File: config.mk
export PLATFORM = sky130hd
export DESIGN_NAME = mmio_decoder
export DESIGN_NICKNAME = d
export VERILOG_FILES = /design/src/rtl/mmio_decoder.sv
export SDC_FILE = /design/constraint.sdc
export NUM_CORES = 1
export LEC_CHECK = 0
export CAP_MARGIN = 20
export CORE_MARGIN = 1.5
export CORE_UTILIZATION = 45
export CTS_CLUSTER_DIAMETER = 30
export CTS_CLUSTER_SIZE = 10
export DETAILED_ROUTE_END_ITERATION = 8
export PLACE_DENSITY = 0.92
export SETUP_SLACK_MARGIN = 0.15
export SYNTH_ARGS = -nofsm -noshare
export SYNTH_HDL_FRONTEND = slang
export SYNTH_SLANG_ARGS = --single-unit
File: constraint.sdc
create_clock -name i_clock -period 3.8 [get_ports i_clock]
set_clock_uncertainty 0.1 [all_clocks]
set_input_delay 0.38 -clock i_clock [delete_from_list [all_inputs] [get_ports i_clock]]
set_output_delay 0.38 -clock i_clock [all_outputs]
set_load 0.005 [all_outputs]
File: src/rtl/mmio_decoder.sv
// rtl/mmio_decoder.sv - MMIO region decoder and request/ack transaction sequencer
// Top SEL_BITS of the address pick a slave region; unmapped regions answer with Err and are counted.
module mmio_decoder #(
    parameter int AW       = 16,
    parameter int DW       = 16,
    parameter int SEL_BITS = 4,
    parameter int NSLV     = 3,
    parameter int WAIT     = 1
) (
    input  logic                 i_clock,
    input  logic                 i_reset,
    input  logic                 i_req,
    input  logic [AW-1:0]        i_addr,
    input  logic [DW-1:0]        i_wdata,
    input  logic                 i_w,
    output logic                 o_busy,
    output logic                 o_ack,
    output logic                 o_err,
    output logic [DW-1:0]        o_rdata,
    output logic [NSLV-1:0]      o_sen,
    output logic [NSLV-1:0]      o_swr,
    output logic [AW-1:0]        o_saddr,
    output logic [DW-1:0]        o_swdata,
    input  logic [NSLV*DW-1:0]   i_srdata,
    output logic [7:0]           o_err_count
);

    typedef enum logic [1:0] {
        S_IDLE   = 2'd0,
        S_ACCESS = 2'd1,
        S_WAIT   = 2'd2,
        S_RESP   = 2'd3
    } state_t;

    localparam logic [SEL_BITS:0] L_NSLV = (SEL_BITS+1)'(NSLV);
    localparam logic [3:0]        L_WAIT = 4'(WAIT);

    state_t                r_state;
    logic                  r_w;
    logic                  r_mapped;
    logic [SEL_BITS-1:0]   r_idx;
    logic [3:0]            r_cnt;
    logic                  r_busy;
    logic                  r_ack;
    logic                  r_err;
    logic [DW-1:0]         r_rdata;
    logic [NSLV-1:0]       r_sen;
    logic [NSLV-1:0]       r_swr;
    logic [AW-1:0]         r_saddr;
    logic [DW-1:0]         r_swdata;
    logic [7:0]            r_err_count;

    logic [SEL_BITS-1:0]   w_idx;
    logic                  w_mapped;
    logic [NSLV-1:0]       w_onehot;
    logic [DW-1:0]         w_sel_rdata;

    assign w_idx    = i_addr[AW-1 -: SEL_BITS];
    assign w_mapped = ({1'b0, w_idx} < L_NSLV);
    assign w_onehot = w_mapped ? (NSLV'(1) << w_idx) : '0;

    // Return mux over the latched region index; only consulted for mapped reads.
    always_comb begin
        w_sel_rdata = '0;
        for (int i = 0; i < NSLV; i++) begin
            if (r_idx == SEL_BITS'(i)) begin
                w_sel_rdata = i_srdata[i*DW +: DW];
            end
        end
    end

    always_ff @(posedge i_clock) begin
        if (i_reset) begin
            r_state     <= S_IDLE;
            r_w         <= 1'b0;
            r_mapped    <= 1'b0;
            r_idx       <= '0;
            r_cnt       <= '0;
            r_busy      <= 1'b0;
            r_ack       <= 1'b0;
            r_err       <= 1'b0;
            r_rdata     <= '0;
            r_sen       <= '0;
            r_swr       <= '0;
            r_saddr     <= '0;
            r_swdata    <= '0;
            r_err_count <= '0;
        end else begin
            case (r_state)
                S_IDLE: begin
                    r_ack <= 1'b0;
                    r_err <= 1'b0;
                    if (i_req) begin
                        r_saddr  <= i_addr;
                        r_swdata <= i_wdata;
                        r_w      <= i_w;
                        r_idx    <= w_idx;
                        r_mapped <= w_mapped;
                        r_sen    <= w_onehot;
                        r_swr    <= w_onehot & {NSLV{i_w}};
                        r_busy   <= 1'b1;
                        r_state  <= S_ACCESS;
                    end
                end
                S_ACCESS: begin
                    r_sen <= '0;
                    r_swr <= '0;
                    if (r_mapped && !r_w) begin
                        r_cnt   <= L_WAIT;
                        r_state <= S_WAIT;
                    end else begin
                        r_ack   <= 1'b1;
                        r_err   <= ~r_mapped;
                        r_state <= S_RESP;
                        if (!r_mapped && !r_w) begin
                            r_rdata <= '0;
                        end
                    end
                end
                S_WAIT: begin
                    r_cnt <= r_cnt - 4'd1;
                    if (r_cnt == 4'd1) begin
                        r_rdata <= w_sel_rdata;
                        r_ack   <= 1'b1;
                        r_err   <= 1'b0;
                        r_state <= S_RESP;
                    end
                end
                S_RESP: begin
                    r_ack   <= 1'b0;
                    r_err   <= 1'b0;
                    r_busy  <= 1'b0;
                    r_state <= S_IDLE;
                    if (!r_mapped && r_err_count != 8'hFF) begin
                        r_err_count <= r_err_count + 8'd1;
                    end
                end
            endcase
        end
    end

    assign o_busy      = r_busy;
    assign o_ack       = r_ack;
    assign o_err       = r_err;
    assign o_rdata     = r_rdata;
    assign o_sen       = r_sen;
    assign o_swr       = r_swr;
    assign o_saddr     = r_saddr;
    assign o_swdata    = r_swdata;
    assign o_err_count = r_err_count;

endmodule
==> results.txt <==
Once the clock tree was built, the setup fixing pass inserted 0 buffers. The average via count per standard cell works out to 5.23. The run gives 14300 µm as the first-pass GRT wire length. The die is 87.6 µm tall. The global-route congestion overflow total was 0; the routed length per placed instance was 14.7 µm.

The I/O pin total is 149, and the remaining antenna violation count is 0. VDD sags by at most 0.372 mV. In the post-route analysis, the smallest setup slack over all paths is 1510 ps. Yosys printed 0 warnings.

The final-layout worst hold slack was 187 ps; the synthesized net count was 490. The later-pin clock latency in the skew report is 350 ps. For this design, the slowest cell found on the critical path is dfxtp_1. The max-slew violation total from the final report was 0; the count of instances resized after the clock tree is built was 0.

The width of the die is 87.6 µm. The H-tree generated during clock tree synthesis spans 3 levels. The run gives 0 as the antenna diode instance count. No sink is reached through more buffers than the 2 on the longest clock path. In the synthesized netlist the async set-or-reset flop fraction comes to 0%. After clock tree synthesis, the flow added hold-fix buffers numbering 0.

Overall power consumption after layout is estimated at 2.54 mW. TritonCTS built the clock tree. The critical path is of the reg2out type.

The run finished with clean final reports. The count of final hold-check violations is 0. The tools report the maximum operating frequency as 438 MHz.

Measured against its own limit, the worst slew margin works out to 44.5%. The floorplan has 30 rows. The largest driver fanout on the critical path is 20, and the count of flip-flops with a built-in enable after synthesis is 0. The final wirelength came out at 9390 µm.

Counting the buffers created by CTS gives 9. The number of storage elements in the synthesis netlist is 73. Signal arrival time at the worst endpoint: 1810 ps.

Power spread over the standard cell area amounts to 509 mW/mm². The type of the tightest min-delay check is in2reg. The via count came out at 3340.

The floorplan step defined a core boundary enclosing 0.00687 mm². Routability-driven placement finished with a final weighted congestion of 0.783. After detailed routing, the number of remaining DRC violations is 0. For the total of endpoints with negative setup slack in the final report, the log shows 0. The fill cell total of the finished layout was 499; the number of antenna violations at the first check in global routing was 0. For the worst setup path, the data required time is 3320 ps. For this design, the sink count on the clock tree is 73.

The worst path needs 2290 ps of the cycle, external delays included. The cell chosen for the clock root is clkbuf_8. The worst setup path is captured at an output port. The portion of the clock cycle consumed by the worst path in the final layout was 60.1%.

Among cell families on the critical path, the largest total delay comes from flip-flops. For the number of global-route vias before repair, the log shows 3215. Counting distinct cell types in the post-synthesis netlist gives 42.

Setup repair after global routing left no endpoint under its margin. STA classifies the critical path startpoint as a flip-flop. Timing analysis after detailed placement gives a worst setup slack of 1560 ps. The number of placed instances, taps included, is 623. Once detailed placement completed, the half-perimeter wirelength came to 7020 µm.

The fraction of layout instances using a drive strength above 1 came out at 4.79%. The top cell types in the final layout, fill and taps aside, are clkdlybuf4s50_1, nand2_1, dfxtp_1, a21oi_1, nor2_1. During placement, the flow inserted port buffers numbering 148. Cells fill 72.6% of the core in the end. Transition time at the pin with the least slew margin: 830 ps. In this run the mean area of a mapped cell was 8.07 µm². The clock-pin slew on the worst setup and hold paths is 80 ps, and the total placed instance area is 0.00474 mm². Once the floorplan was initialized, standard cells occupied 46.9% of the core. Among all flip-flop cells after synthesis, the most frequent one is dfxtp_1. Global routing used 24.0% of the available tracks. The number of violations reported at the end of detailed-routing iteration 0 came out at 209.

Entering global routing, the biggest net connects 58 pins. The pre-antenna-repair detailed-routing pass consisted of 4 iterations. The die outline area was 0.00768 mm².

The stage delay of the slowest cell on the critical path came out at 820 ps. In the final design database the tool counted 629 nets. The run gives 0 as the count of maximum capacitance violations.

The tools report the post-route non-filler standard cell count as 639. The signal on the critical path passes through clkdlybuf4s50_1. The cell count after synthesis was 399. The finished cells cover 0.00498 mm². Sequential cells were found to cover 45.4% of the synthesized design area.

The analysis attributes to cell leakage a power of 1.82 nW. The number of buffer and inverter stages on the critical path was 1; the post-route setup TNS was 0 ps. The library cell used most frequently in the layout, excluding fill and tap cells, is clkdlybuf4s50_1. For the mapped cell area, the log shows 0.00322 mm². Relative to the synthesized area, the layout overhead comes to 54.7%.
[kinds of logic (layout without fill, tap and decap cells)]
family	Yosys count	in the layout	synth area share [%]
compound gates	102	102	19.6
xor+xnor	4	4	1.09
fa+ha+maj	7	7	2.72
buf+inv	33	177	4.39
flops	73	73	45.4
mux	5	5	1.59
simple gates	175	175	25.2
[worst paths after layout]
kind	from	endpoint	slack, ps	cells after the start
max	r_idx[1]	o_saddr[13]	1510	1
min	i_reset	r_cnt[3]	190	2
min reg2reg	o_sen[1]	o_sen[1]	350	2
max reg2reg	r_state[0]	o_rdata[15]	1540	7
[report_power, final]
part           leakage, nW  switching (mW)  internal (mW)
combinational         1.11           0.420          0.412
sequential           0.594          0.0934          0.878
clock                0.117           0.295          0.440
total                 1.82           0.808           1.73
[flip-flops by register name (all words and copies together) (netlist names)]
signal / flops
o_rdata: 16
o_swdata: 16
o_saddr: 12
o_err_count: 8
r_cnt: 4
r_idx: 4
o_sen: 3
o_swr: 3
r_state: 2
o_ack: 1
o_busy: 1
o_err: 1
r_mapped: 1
r_w: 1
[routing by layer]
| metal | vias to the layer above | part of all wire, % | track usage [%] |
|---|---|---|---|
| met1 | 1522 | 39 | 25.5 |
| met5 | - | 0 | 0 |
| met3 | 15 | 11 | 9.52 |
| li1 | 1661 | - | - |
| met4 | 0 | 1.6 | 9.24 |
| met2 | 142 | 48 | 42.6 |
[area by class of cell]
cell class,instances,area (µm²),area share [%]
Clock inverter,6,115,2.31
Multi-Input combinational cell,293,1620,32.5
Inverter,9,33.8,0.678
Tap cell,96,120,2.41
Timing Repair Buffer,152,1510,30.2
Clock buffer,10,128,2.56
Sequential cell,73,1460,29.3
[synthesized netlist by cell type (3+ instances only)]
cell,count,area (µm²)
clkbuf_1,16,60.1
a21oi_1,49,245
dfxtp_1,73,1460
nor2b_1,3,18.8
a32o_1,16,160
nand3_1,5,25.0
nand2b_1,4,25.0
o21ai_0,22,110
and3_1,5,31.3
nand2_1,98,368
mux2i_1,4,40.0
o211ai_1,3,22.5
inv_1,9,33.8
buf_2,4,20.0
nor2_1,31,116
xor2_1,4,35.0
ha_1,7,87.6
or3_1,17,106
(Power assumes the default switching activity.)
